## config.mk

```make
export PLATFORM = sky130hd
export DESIGN_NAME = router_fifo_16x9
export DESIGN_NICKNAME = d
export VERILOG_FILES = /design/src/rtl/router_fifo_16x9.sv
export SDC_FILE = /design/constraint.sdc
export NUM_CORES = 1
export LEC_CHECK = 0
export BUFFER_PORTS_ARGS = -buffer_cell sky130_fd_sc_hd__buf_4
export CAP_MARGIN = 0
export CORE_MARGIN = 2
export CORE_UTILIZATION = 30
export DETAILED_ROUTE_END_ITERATION = 12
export PLACE_DENSITY = 0.5
export SYNTH_ARGS = -nofsm -noshare
export SYNTH_HDL_FRONTEND = slang
export SYNTH_SLANG_ARGS = --single-unit
```

## constraint.sdc

```tcl
create_clock -name clk -period 5.9 [get_ports clk]
set_input_delay 0.295 -clock clk [delete_from_list [all_inputs] [get_ports clk]]
set_output_delay 0.295 -clock clk [all_outputs]
set_load 0.02 [all_outputs]
```

## src/rtl/router_fifo_16x9.sv

```systemverilog
// rtl/router_fifo_16x9.sv - 16x9 router output FIFO with header-tagged packet length tracking; ROUTER_FIFO_HIZ_EN tri-states idle data_out
module router_fifo_16x9 #(
    parameter int DATA_W = 8,
    parameter int DEPTH  = 16,
    parameter int ADDR_W = 4
) (
    input  logic              clk,
    input  logic              reset,
    input  logic [DATA_W-1:0] data_in,
    input  logic              write_enb,
    input  logic              read_enb,
    input  logic              soft_reset,
    input  logic              lfd_state,
    output logic              full,
    output logic              empty,
    output logic [DATA_W-1:0] data_out
);

    // Each word is {header tag, data byte}
    logic [DATA_W:0]   mem [DEPTH];
    logic [ADDR_W:0]   wr_ptr;
    logic [ADDR_W:0]   rd_ptr;
    logic [6:0]        fifo_down_counter;
    logic              lfd_state_temp;
    logic [DATA_W-1:0] out_reg;
    logic              out_en;
    logic              do_write;
    logic              do_read;
    logic [DATA_W:0]   rd_word;
    logic              unused_debug;

    // Pointer MSB toggles once per lap, so equal low bits mean full or empty
    assign full     = (wr_ptr[ADDR_W] != rd_ptr[ADDR_W]) &&
                      (wr_ptr[ADDR_W-1:0] == rd_ptr[ADDR_W-1:0]);
    assign empty    = (wr_ptr == rd_ptr);
    assign do_write = write_enb && !full;
    assign do_read  = read_enb && !empty;
    assign rd_word  = mem[rd_ptr[ADDR_W-1:0]];

    // lfd_state_temp is a debug copy with no consumer inside the block
    assign unused_debug = lfd_state_temp;

    // Storage and pointers; flushes clear every word so stale tags never reappear
    always_ff @(posedge clk or posedge reset) begin
        if (reset) begin
            wr_ptr <= '0;
            rd_ptr <= '0;
            for (int i = 0; i < DEPTH; i++) begin
                mem[i] <= '0;
            end
        end else if (soft_reset) begin
            wr_ptr <= '0;
            rd_ptr <= '0;
            for (int i = 0; i < DEPTH; i++) begin
                mem[i] <= '0;
            end
        end else begin
            if (do_write) begin
                mem[wr_ptr[ADDR_W-1:0]] <= {lfd_state, data_in};
                wr_ptr                  <= wr_ptr + (ADDR_W+1)'(1);
            end
            if (do_read) begin
                rd_ptr <= rd_ptr + (ADDR_W+1)'(1);
            end
        end
    end

    // Registered readout; header reads load payload length plus one for parity
    always_ff @(posedge clk or posedge reset) begin
        if (reset) begin
            out_reg           <= '0;
            out_en            <= 1'b1;
            fifo_down_counter <= '0;
        end else if (soft_reset) begin
            out_reg           <= '0;
            out_en            <= 1'b0;
            fifo_down_counter <= '0;
        end else if (do_read) begin
            out_reg <= rd_word[DATA_W-1:0];
            out_en  <= 1'b1;
            if (rd_word[DATA_W]) begin
                fifo_down_counter <= 7'(rd_word[DATA_W-1:2]) + 7'd1;
            end else if (fifo_down_counter != 7'd0) begin
                fifo_down_counter <= fifo_down_counter - 7'd1;
            end
        end else if (fifo_down_counter == 7'd0) begin
            out_reg <= '0;
            out_en  <= 1'b0;
        end
    end

    // Debug copy of the header strobe, sampled every cycle
    always_ff @(posedge clk or posedge reset) begin
        if (reset) begin
            lfd_state_temp <= 1'b0;
        end else begin
            lfd_state_temp <= lfd_state;
        end
    end

`ifdef ROUTER_FIFO_HIZ_EN
    assign data_out = out_en ? out_reg : {DATA_W{1'bz}};
`else
    assign data_out = out_en ? out_reg : '0;
`endif

endmodule

```

==> results.txt <==
status -> completed
htree depth -> 4
Synth cell types -> 49
leading register cell type out of synthesis -> dfrtp_1
met2 WL -> 10,000 µm
Area contributors post-synth -> dfrtp_1 49%, mux2i_1 17%, mux4_2 8.8%, nor2_1 7.2%, nand3_1 1.6%
Worst Reg2Reg Path Length in Cells -> 7
# diodes -> 0
clock transition at the registers of the reported paths -> 0.07 ns
antenna viol nets, final -> 0
cts bufs inserted -> 17
reg2reg setup slack -> 2.84 ns
crit path capture type -> flip-flop
CTS Hold Bufs -> 0
RR Startpoint -> rd_ptr[2]$_DFFE_PP0P_
Synth Net Count -> 778
CORE AREA -> 28,600 µm²
critical-path maximum fanout -> 21
Final min period -> 3.06 ns
synthesized area per cell -> 11.5 µm²
placed inst area -> 9040 µm²
post-synth top area share -> 0.487
sequential share of the synthesized area -> 0.490
grt total ovfl -> 0
max_cap viols -> 0
post-CTS sizing -> 0
Async SR Flop Fraction -> 1.00
number of flops mapped to enable cells by yosys -> 0
Nets -> 763
largest net degree at the start of global routing -> 98
Hold Violations, Final -> 0
Pre-antenna DRT Iters -> 5
top layer in use -> met4
placed cell count -> 1,106
Final Non-Filler Cells -> 1,138
max reg flops -> 144
Yosys reg bits -> 170
I/O Buffers -> 23
power density cells -> 304 nW/µm²
VDD IR max -> 0.000202 V
Cells after Synth -> 756
Setup Buffers After CTS -> 0
GP Congestion -> 0.736
Netlist Area Pre-Place -> 8680 µm²
Worst-Skew Late Latency -> 0.43 ns
vias in the first global route -> 5,836
commonest non-fill, non-tap cells in the layout -> 167 x nor2_1, 167 x dfrtp_1, 145 x mux2i_1
Crit Path Class -> reg -> reg
# IOs -> 24
die area -> 30,300 µm²
Slew Viols, Final -> 0
Std-Cell Rows -> 62
# DRC -> 0
global-route wire length before repair -> 35,500 µm
metal3 WL -> 910 µm
cell accounting for the most synthesized area -> dfrtp_1
fraction of layout cells with a size suffix above 1 -> 0.141
Clock Tree Buf Depth -> 2
post-DR wirelength/cell -> 19.4 µm
TritonCTS clock tree -> done
final instance area -> 9630 µm²
Met1 Wirelength -> 10,900 µm
Worst Setup EP -> mem[90]$_DFFE_PP0P_
worst r2r dst -> mem[90]$_DFFE_PP0P_
total track usage -> 0.152
TritonCTS Sinks -> 170
clk_skew -> 0.0115 ns
Setup TNS -> 0 ns
Detailed Route WL -> 22,100 µm
RSZ-0062 raised after global routing -> false
total leakage power -> 5.11 nW
CP startpoint -> rd_ptr[2]$_DFFE_PP0P_
via count -> 5,678
DRT iter0 DRCs -> 448
antenna violations before repair -> 0
Die Span Y -> 174 µm
Final Cycle Share -> 0.518
Hold Path Class -> in -> async
Die Span X -> 174 µm
vias per std cell -> 4.99
CP Data Required Time -> 6.19 ns
slew at the pin with the worst max-slew slack -> 1.01 ns
root buffer cell -> clkbuf_16
setup violators final -> 0
Synth-to-Final Area Change -> 11.0%
CP startpoint kind -> flip-flop
crit path DAT -> 3.35 ns
fill count -> 2,875
fmax -> 0.327 GHz
Initial Util -> 0.303
DP Wirelength -> 13,200 µm
synth warn -> 0
slew margin rel. -> 0.326
## cell type report
| class | instances | area (µm²) | area share |
|---|---|---|---|
| Clock inverter | 10 | 106 | 0.0110 |
| Multi-Input combinational cell | 514 | 4040 | 0.419 |
| Inverter | 7 | 31.3 | 0.00325 |
| Timing Repair Buffer | 31 | 233 | 0.0242 |
| Sequential cell | 170 | 4260 | 0.442 |
| Tap cell | 384 | 480 | 0.0499 |
| Clock buffer | 22 | 484 | 0.0503 |
## logic make-up (layout without fill, tap and decap cells)
group / after synthesis / after routing / synth area share
AND/OR/NAND/NOR: 257 / 257 / 0.126
multiplexers: 183 / 183 / 0.268
flip-flops: 170 / 170 / 0.490
buffers and inverters: 72 / 70 / 0.0441
AO/OA/AOI/OAI: 47 / 47 / 0.0408
XOR/XNOR: 19 / 19 / 0.0192
adder cells (fa/ha/maj): 8 / 8 / 0.0115
## where the power goes
part / switching [mW] / internal (mW) / leakage [nW] / total [mW]
sequential: 0.0341 / 1.20 / 2.36 / 1.24
combinational: 0.363 / 0.198 / 2.46 / 0.562
clock: 0.497 / 0.636 / 0.290 / 1.13
## critical path, cell delays in order (launching register included)
cell	delay, ns
dfrtp_1	0.36
buf_4	0.23
xnor2_1	0.16
nand4_1	0.22
o21a_1	0.58
nand3_1	0.90
mux2i_1	0.41
nor2_1	0.06
## synth_stat cells, types with 3 or more instances
master      n
a21oi_1    11
a22oi_1     9
and2_1      9
buf_2      14
buf_4      17
clkbuf_1   31
dfrtp_1   169
ha_1        8
inv_1       7
mux2i_1   145
mux4_1      4
mux4_2     34
nand2_1    23
nand3_1    28
nand4_1     8
nor2_1    167
nor2b_1     7
nor3_1      5
o211ai_1    3
o21ai_0     3
o22ai_1     4
xnor2_1     9
xor2_1     10
## metal layers
| metal | vias to the layer above | track usage |
|---|---|---|
| li1 | 2623 | - |
| met1 | 2922 | 0.224 |
| met2 | 118 | 0.227 |
| met3 | 15 | 0.0346 |
| met4 | 0 | 0.0375 |
| met5 | - | 0 |
## worst min path at each step
| stage | end | slack [ns] | cells after the start |
|---|---|---|---|
| finish | mem[137]$_DFFE_PP0P_ | 0.03 | 2 |
| global route | mem[110]$_DFFE_PP0P_ | 0.13 | 2 |
| CTS | mem[137]$_DFFE_PP0P_ | 0.10 | 2 |
| detailed placement | mem[133]$_DFFE_PP0P_ | 0.51 | 2 |
| global placement | mem[124]$_DFFE_PP0P_ | 0.50 | 2 |
| floorplan | mem[100]$_DFFE_PP0P_ | 0.45 | 2 |
## per-stage QoR
step | hold WS [ns] | setup WS, ns | total power, mW | util
3_3_place_gp | 0.498 | 2.93 | 1.82 | 0.316
6_report | 0.0294 | 2.84 | 2.93 | 0.337
4_1_cts | 0.102 | 2.83 | 2.96 | 0.337
2_1_floorplan | 0.448 | 1.00 | 1.69 | -
5_1_grt | 0.128 | 2.58 | 3.08 | 0.337
3_5_place_dp | 0.508 | 2.83 | 1.83 | 0.316
Note: power is estimated with default switching activity, not from simulation.
